==> config.mk <==
export PLATFORM = sky130hd
export DESIGN_NAME = gamepad_wb
export DESIGN_NICKNAME = d
export VERILOG_FILES = /design/src/rtl/gamepad_wb_pkg.sv /design/src/rtl/gamepad_phy.sv /design/src/rtl/gamepad_wb.sv
export SDC_FILE = /design/constraint.sdc
export NUM_CORES = 1
export LEC_CHECK = 0
export CAP_MARGIN = 20
export CORE_MARGIN = 2
export CORE_UTILIZATION = 50
export CTS_BUF_LIST = sky130_fd_sc_hd__clkbuf_2 sky130_fd_sc_hd__clkbuf_4 sky130_fd_sc_hd__clkbuf_8
export CTS_CLUSTER_SIZE = 25
export DETAILED_ROUTE_END_ITERATION = 12
export PLACE_DENSITY_LB_ADDON = 0.12
export SYNTH_ARGS = -nofsm -noshare
export SYNTH_HDL_FRONTEND = slang
export SYNTH_SLANG_ARGS = --single-unit
==> constraint.sdc <==
create_clock -name clk -period 19.7 [get_ports clk]
set_clock_uncertainty 0.15 [all_clocks]
set_input_delay 2.955 -clock clk [delete_from_list [all_inputs] [get_ports clk]]
set_output_delay 2.955 -clock clk [all_outputs]
set_load 0.01 [all_outputs]
==> src/rtl/gamepad_wb_pkg.sv <==
// Shared constants for the gamepad scanner: register map, CSR bit positions
// and the scan FSM encoding.
package gamepad_wb_pkg;

  localparam logic [3:0] ADDR_CSR = 4'd0;

  localparam int CSR_AUTO = 0;
  localparam int CSR_TRIG = 1;
  localparam int CSR_BUSY = 2;
  localparam int CSR_NEW  = 3;

  typedef enum logic [2:0] {
    ST_IDLE,
    ST_LATCH,
    ST_GAP,
    ST_BIT_LO,
    ST_BIT_HI,
    ST_SEL_SW,
    ST_DONE
  } gp_state_e;

endpackage

==> src/rtl/gamepad_phy.sv <==
// Pad-side scan engine: tick divider, latch/clock sequencing across both
// gp_sel phases, and per-pad shift buffers handed to the wrapper on done.
module gamepad_phy #(
  parameter int N_PORTS = 2,
  parameter int N_BITS  = 16,
  parameter int SEL_EN  = 1
) (
  input  logic                                  clk,
  input  logic                                  rst,
  input  logic [7:0]                            div,
  input  logic                                  start,
  output logic                                  accept,
  output logic                                  busy,
  output logic                                  done,
  output logic                                  tick,
  output logic [2*N_PORTS-1:0][N_BITS-1:0]      shadow,
  output logic                                  gp_sel,
  output logic                                  gp_latch,
  output logic                                  gp_clk,
  input  logic [N_PORTS-1:0]                    gp_data
);
  import gamepad_wb_pkg::*;

  localparam logic [3:0] LAST = 4'(N_BITS - 1);

  gp_state_e   state;
  logic [7:0]  cnt;
  logic [7:0]  div_q;
  logic        lat2;
  logic [3:0]  bit_cnt;
  logic        sample;

  // >= so a divider shrunk while idle cannot make the counter overshoot
  assign tick   = (cnt >= div_q);
  assign accept = (state == ST_IDLE) && start;
  assign busy   = (state != ST_IDLE);
  assign done   = (state == ST_DONE);
  assign sample = tick && (state == ST_GAP || state == ST_BIT_HI);

  always_ff @(posedge clk or posedge rst) begin
    if (rst)                  cnt <= '0;
    else if (accept || tick)  cnt <= '0;
    else                      cnt <= cnt + 8'd1;
  end

  always_ff @(posedge clk or posedge rst) begin
    if (rst) begin
      state    <= ST_IDLE;
      div_q    <= '0;
      lat2     <= 1'b0;
      bit_cnt  <= '0;
      gp_sel   <= 1'b0;
      gp_latch <= 1'b0;
      gp_clk   <= 1'b1;
    end else begin
      case (state)
        ST_IDLE: begin
          div_q <= div;
          if (start) begin
            state    <= ST_LATCH;
            gp_latch <= 1'b1;
            lat2     <= 1'b0;
            gp_sel   <= 1'b0;
          end
        end
        ST_LATCH: if (tick) begin
          if (lat2) begin
            state    <= ST_GAP;
            gp_latch <= 1'b0;
          end else begin
            lat2 <= 1'b1;
          end
        end
        ST_GAP: if (tick) begin
          state   <= ST_BIT_LO;
          gp_clk  <= 1'b0;
          bit_cnt <= 4'd1;
        end
        ST_BIT_LO: if (tick) begin
          state  <= ST_BIT_HI;
          gp_clk <= 1'b1;
        end
        ST_BIT_HI: if (tick) begin
          if (bit_cnt == LAST) begin
            if (SEL_EN != 0 && !gp_sel) begin
              state  <= ST_SEL_SW;
              gp_sel <= 1'b1;
            end else begin
              state <= ST_DONE;
            end
          end else begin
            bit_cnt <= bit_cnt + 4'd1;
            state   <= ST_BIT_LO;
            gp_clk  <= 1'b0;
          end
        end
        ST_SEL_SW: if (tick) begin
          state    <= ST_LATCH;
          gp_latch <= 1'b1;
          lat2     <= 1'b0;
        end
        ST_DONE: begin
          state  <= ST_IDLE;
          gp_sel <= 1'b0;
        end
        default: state <= ST_IDLE;
      endcase
    end
  end

  // Pads shift LSB first; after N_BITS samples the first bit sits at [0]
  always_ff @(posedge clk or posedge rst) begin
    if (rst) begin
      shadow <= '0;
    end else if (sample) begin
      for (int p = 0; p < N_PORTS; p++) begin
        if (!gp_sel) shadow[p]         <= {~gp_data[p], shadow[p][N_BITS-1:1]};
        else         shadow[N_PORTS+p] <= {~gp_data[p], shadow[N_PORTS+p][N_BITS-1:1]};
      end
    end
  end

endmodule

==> src/rtl/gamepad_wb.sv <==
// Wishbone CSR front end for the serial gamepad scanner: control/status,
// auto-poll period counter, start coalescing and committed pad data.
module gamepad_wb #(
  parameter int         N_PORTS = 2,
  parameter int         N_BITS  = 16,
  parameter int         SEL_EN  = 1,
  parameter logic [7:0] DIV_RST = 8'd47
) (
  input  logic               clk,
  input  logic               rst,
  input  logic [3:0]         wb_addr,
  input  logic [31:0]        wb_wdata,
  output logic [31:0]        wb_rdata,
  input  logic               wb_we,
  input  logic               wb_cyc,
  output logic               wb_ack,
  output logic               gp_sel,
  input  logic [N_PORTS-1:0] gp_data,
  output logic               gp_latch,
  output logic               gp_clk
);
  import gamepad_wb_pkg::*;

  localparam int N_PADS = (SEL_EN != 0) ? 2 * N_PORTS : N_PORTS;
  localparam int N_REGS = (N_PADS + 1) / 2;

  logic                               auto_en, new_flag;
  logic [7:0]                         div;
  logic [15:0]                        period;
  logic [23:0]                        pcnt;
  logic                               pend_trig, pend_auto;
  logic [2*N_REGS-1:0][15:0]          pad_q;
  logic [2*N_PORTS-1:0][N_BITS-1:0]   shadow;
  logic                               accept, busy, done, tick;
  logic                               acc, wr_csr, trig, auto_fire;
  logic [31:0]                        csr_val, rd_mux;
  logic                               unused_ok;

  assign acc       = wb_cyc && !wb_ack;
  assign wr_csr    = acc && wb_we && (wb_addr == ADDR_CSR);
  assign trig      = wr_csr && wb_wdata[CSR_TRIG];
  assign auto_fire = auto_en && tick && (pcnt >= {period, 8'hFF});
  assign csr_val   = {period, div, 4'b0, new_flag, busy, 1'b0, auto_en};
  assign unused_ok = &{1'b0, wb_wdata[7:4], wb_wdata[CSR_BUSY]};

  gamepad_phy #(.N_PORTS(N_PORTS), .N_BITS(N_BITS), .SEL_EN(SEL_EN)) u_phy (
    .clk      (clk),
    .rst      (rst),
    .div      (div),
    .start    (pend_trig || pend_auto),
    .accept   (accept),
    .busy     (busy),
    .done     (done),
    .tick     (tick),
    .shadow   (shadow),
    .gp_sel   (gp_sel),
    .gp_latch (gp_latch),
    .gp_clk   (gp_clk),
    .gp_data  (gp_data)
  );

  always_comb begin
    rd_mux = '0;
    if (wb_addr == ADDR_CSR) rd_mux = csr_val;
    for (int k = 0; k < N_REGS; k++)
      if (wb_addr == 4'(k + 1)) rd_mux = {pad_q[2*k+1], pad_q[2*k]};
  end

  always_ff @(posedge clk or posedge rst) begin
    if (rst) begin
      wb_ack   <= 1'b0;
      wb_rdata <= '0;
    end else begin
      wb_ack   <= acc;
      wb_rdata <= acc ? rd_mux : 32'd0;
    end
  end

  always_ff @(posedge clk or posedge rst) begin
    if (rst) begin
      auto_en <= 1'b0;
      div     <= DIV_RST;
      period  <= '0;
    end else if (wr_csr) begin
      auto_en <= wb_wdata[CSR_AUTO];
      div     <= wb_wdata[15:8];
      period  <= wb_wdata[31:16];
    end
  end

  // Period counts ticks whether or not a scan is running
  always_ff @(posedge clk or posedge rst) begin
    if (rst)           pcnt <= '0;
    else if (!auto_en) pcnt <= '0;
    else if (tick)     pcnt <= auto_fire ? 24'd0 : pcnt + 24'd1;
  end

  // Two flags so that dropping auto_en can discard only the auto request
  always_ff @(posedge clk or posedge rst) begin
    if (rst) begin
      pend_trig <= 1'b0;
      pend_auto <= 1'b0;
    end else begin
      pend_trig <= (pend_trig && !accept) || trig;
      pend_auto <= auto_en && ((pend_auto && !accept) || auto_fire);
    end
  end

  always_ff @(posedge clk or posedge rst) begin
    if (rst) begin
      new_flag <= 1'b0;
      pad_q    <= '0;
    end else if (done) begin
      new_flag <= 1'b1;
      for (int i = 0; i < N_PADS; i++) pad_q[i] <= 16'(shadow[i]);
    end else if (wr_csr && wb_wdata[CSR_NEW]) begin
      new_flag <= 1'b0;
    end
  end

endmodule
== Yosys cells after proc, flatten, opt, wreduce, memory -nomap -nowiden ==
Cells that the tools add are included.
Word-level totals
  output and inout port bits: 36
  flip-flop bits (word level): 240
Operators by class
  $add $sub $neg: 3
  multiplexer cells: 38
  reduce and logical (&&, ||, !) cells: 35
  order comparisons: 2
  bitwise operators: 3
  equality and inequality tests: 19
Operators by type and width (count)
  32-bit two-way mux: 4
  24-bit two-way mux: 3
  24-bit by 1-bit adder with 24-bit output, second input constant: 1
  24-bit >= comparator: 1
  3-bit two-way mux: 8
  3-bit case mux with 6 select lines: 1
  2-bit inequality test, second input constant: 7
  1-bit logical AND: 12
  1-bit two-way mux: 12
  4-bit two-way mux: 3
  1-bit case mux with 3 select lines: 4
  4-bit AND reduction: 3
  3-bit nonzero test: 4
  5-bit AND reduction: 2
  3-bit == test, second input constant: 3
  8-bit by 1-bit adder with 8-bit output, second input constant: 1
  8-bit >= comparator: 1
  8-bit two-way mux: 1
  4-bit case mux with 2 select lines: 1
  7-bit AND reduction: 1
  3-bit by 2-bit == test with 1-bit output, second input constant: 2
  2-bit by 1-bit inequality test with 1-bit output, second input constant: 3
  1-bit logical OR: 5
  4-bit by 1-bit adder with 4-bit output, second input constant: 1
  other kinds (11): 16

== Longest topological paths before layout ==
  word-level depth: 7
  depth in mapped cells: 10

== Modules after synthesis ==
Synthesis repeated with hierarchy kept, for this count alone.
Unflattened totals
  cells, all modules: 852
  area total of the unflattened synthesis: 10669.0 um^2
Modules (own cells, without submodules)
  gamepad_wb: times used 1, seq. area each 3734.8 um^2, cells an instance 540, area each 6443.7 um^2
  gamepad_phy: times used 1, seq. area each 2278.4 um^2, cells an instance 312, area each 4225.3 um^2

== Worst setup path after synthesis ==
Ideal clock, no wire load.
  path kind: in2reg
  start point: input wb_cyc
  end point: register period[10]
  buffers on the path: 1
  data arrival time: 4.156 ns
  slack: 15.269 ns
  stages: 5
  cells stage by stage: nand2b_1 inv_1 nand4b_1 clkbuf_1 mux2_2
On the way
  longest elaborated chain between the ends: 3
RTL lines
  start, declared: line gamepad_wb.sv:15  | input logic wb_cyc,
  1-bit logical AND: line gamepad_wb.sv:39  | assign acc = wb_cyc && !wb_ack;
  1-bit logical AND (2 in series): line gamepad_wb.sv:40  | assign wr_csr = acc && wb_we && (wb_addr == ADDR_CSR);
  end signal, assigned: line gamepad_wb.sv:87  | period <= wb_wdata[31:16];
  end, declared: line gamepad_wb.sv:29  | logic [15:0] period;
No other way between the ends.
A chain may end at the register's enable or synchronous reset.

== Final worst setup path ==
  start point: input wb_cyc
  end point: register div[4]
On the way
  longest elaborated chain between the ends: 3
RTL lines
  1-bit logical AND: line gamepad_wb.sv:39
  1-bit logical AND (2 in series): line gamepad_wb.sv:40
  end signal, assigned: line gamepad_wb.sv:86  | div <= wb_wdata[15:8];
  end, declared: line gamepad_wb.sv:28  | logic [7:0] div;
No other way between the ends.

==> flow_summary.toml <==
[power_and_ir_drop]
switchingPower_uw = 411
p_int_uw = 951
p_leak_nw = 5.75
p_sw_frac = 0.302
ir_drop_mv = 0.0765
p_comb_frac = 0.196
clock_power_share = 0.347
p_seq_frac = 0.457
power.density_nw_per_um2 = 109

[cts]
cts.sinks = 240
cts_tree = "done"
cts_made_buffers = 41
clock_latency_ps = 550
cts_root_buf = "clkbuf_8"
cts.path.max_buffers = 3
ctsHtreeMaxLevel = 2
ctsResizeCount = 0
cts_hold_buf = 0
cts_setup_buffers = 0
clkTransAtPathRegs_ps = 60

[setup_path]
cp_cell_sequence = "clkdlybuf4s50_1, nand2b_1, inv_1, nand4b_1, buf_4, mux2_2"
r2r_cells = 7
reg2reg_slack_ps = 16570
crit_path_max_fanout = 29
cp_num_buf_inv = 3
cp.required_ps = 19970
cpLargestDelayFamily = "buffers and inverters"
worstPathArrival_ps = 5090
max_stage_delay_ps = 470
crit_path_end_kind = "flip-flop"
cp.depth = 6
setup.worst_path.class = "in2reg"
worstSetupStartpointType = "input port"
cp_slowest_cell = "inv_1"

[detailed_routing]
ant_nets = 0
drc_errors = 0
drt_iter0_markers = 362
vias_per_cell = 5.54
dr.pass1.iters = 4
wirelength_mm = 22.2
dr_total_vias = 7097
wl_per_cell_um = 17.4

[final_layout]
layout_common_cells = "234 x dfrtp_1, 156 x mux2_2, 72 x clkdlybuf4s50_1"
area_growth_pct = 17.9
drive_gt1_frac = 0.256
mostFrequentLayoutCell = "dfrtp_1"
diodes = 0
finish.instance_area_um2 = 12400
final_util = 0.596
fin_nets = 1043

[sta]
finalSetupViolCount = 0
setup_ws_ps = 14880
hold_ws_ps = 333
hold_viol = 0
clock.fmax_ghz = 0.207
period_minus_slack_ps = 4820
grt_setup_unrepaired = "no"
timing.final.crit_share = 0.245
tightest_slew_ps = 949
slew_headroom = 0.362
tns_ps = 0
slew_viol_final = 0

[floorplanning]
core.rowCount = 53
die_w_um = 149
core_area_um2 = 20900
initial_utilization = 0.505
die-area_um2 = 22300
io_pins = 78
die_y_um = 149

[logic_synthesis]
syn_nets = 963
synth_area_um2 = 10600
ys.flop_type = "dfrtp_1"
syn-instance-count = 894
synth_edf_count = 0
ys_seq_elements = 240
synth_cell_types = 55
synth.avg_cell_area_um2 = 11.8
ys_async_sr_fraction = 1.00
yosys_warnings = 0
seq_area_frac_synth = 0.570

[global_routing]
grt_use_total = 0.212
globalRoute.totalOverflow = 0
grt_max_degree = 103
grt_pass1_vias = 7060
antenna_found_initial = 0
grt_first_pass_wirelength_mm = 37.6

[place]
io_buffer_count = 72
placed_cell_area_um2 = 11600
place_congestion = 0.764
dp_hpwl_mm = 13.8
dp_slack_ps = 14280

[run_status]
outcome = "finished, final reports clean"

[worst_hold_path]
holdCritPathClass = "reg2reg"
hold_depth = 2

[run]
cap_violations = 0
==> stage by stage <==
| stage | power, mW | cells |
|---|---|---|
| global placement | 0.891 | 1205 |
| floorplan | 0.813 | 894 |
| CTS | 1.38 | 1279 |
| global route | 1.45 | 1280 |
| finish | 1.36 | 1280 |
| detailed placement | 0.898 | 1205 |
==> final timing paths <==
kind                                          end             startpoint
setup / recovery               div[4]$_DFFE_PP0P_                 wb_cyc
hold / removal              pad_q[31]$_DFFE_PP0P_  pad_q[31]$_DFFE_PP0P_
setup reg to reg             pcnt[16]$_DFFE_PP0P_   pcnt[18]$_DFFE_PP0P_
hold reg to reg             pad_q[31]$_DFFE_PP0P_  pad_q[31]$_DFFE_PP0P_
max in group asynchronous  wb_rdata[21]$_DFF_PP0_                    rst
min in group asynchronous  u_phy.cnt[2]$_DFF_PP0_                    rst
==> cells by family after synthesis <==
group / Yosys count / share of synthesized area
and+or+nand+nor: 209 / 0.0997
buffers and inverters: 81 / 0.0299
xor gates and xnor gates: 6 / 0.00498
adders and majority gates: 27 / 0.0320
DFF: 240 / 0.570
AOI/OAI and AO/OA: 172 / 0.0946
muxes: 159 / 0.169
==> registers in the layout, summed over array words and instances, names as in the netlist <==
| signal | cells |
|---|---|
| u_phy.div_q | 8 |
| u_phy.cnt | 8 |
| wb_rdata | 32 |
| pend_auto | 1 |
| pad_q | 64 |
| u_phy.shadow | 64 |
| u_phy.gp_sel | 1 |
| u_phy.gp_clk | 1 |
| u_phy.lat2 | 1 |
| pend_trig | 1 |
| u_phy.gp_latch | 1 |
| pcnt | 24 |
| u_phy.state | 3 |
| u_phy.bit_cnt | 4 |
| wb_ack | 1 |
| auto_en | 1 |
| div | 8 |
| new_flag | 1 |
| period | 16 |
==> worst min-delay path: cells and delay by family, from the launching register on <==
family | cells | cell delay [ps]
simple gates | 1 | 50
flops | 1 | 340
compound gates | 1 | 60
==> per-layer routing <==
metal | part of all wire | wire [µm] | global-route usage
met2 | 0.45 | 10100 | 0.324
met3 | 0.040 | 887 | 0.0456
met4 | 0.016 | 349 | 0.0548
met5 | 0 | 0 | 0
met1 | 0.49 | 10900 | 0.309
==> power by group through the flow <==
stage,registers [mW],clock network (mW),logic (mW)
after global routing,0.635,0.511,0.301
after CTS,0.623,0.485,0.269
after global placement,0.629,0,0.262
after floorplan,0.606,0,0.207
after detailed placement,0.631,0,0.267
final,0.623,0.472,0.267
==> synthesized netlist by cell type, types with 5 or more instances <==
master    count  area (µm²)
a22oi_1       7        52.6
nand4b_1      7        61.3
clkbuf_1     41         154
a31oi_1      13        81.3
nand2_1      64         240
inv_1        34         128
or4_1         5        37.5
nor2_1       31         116
o21ai_0      69         345
dfrtp_1     234        5860
nor3_1        7        35.0
nand4_1       7        43.8
and3_1        7        43.8
nand3_1      47         235
a21oi_1      54         270
xor2_1        5        43.8
or3_1        10        62.6
mux2_2      156        1760
dfstp_2       6         158
ha_1         27         338
==> final cells by class <==
| cell class | count | area [µm²] |
|---|---|---|
| inverters | 34 | 135 |
| repair buffers | 84 | 808 |
| multi-input cells | 573 | 4260 |
| flip-flops and latches | 240 | 6010 |
| well taps | 275 | 344 |
| clock buffers | 68 | 842 |
| clock inverters | 6 | 40.0 |
| fillers | 1773 | 8440 |
(Power assumes the default switching activity.)
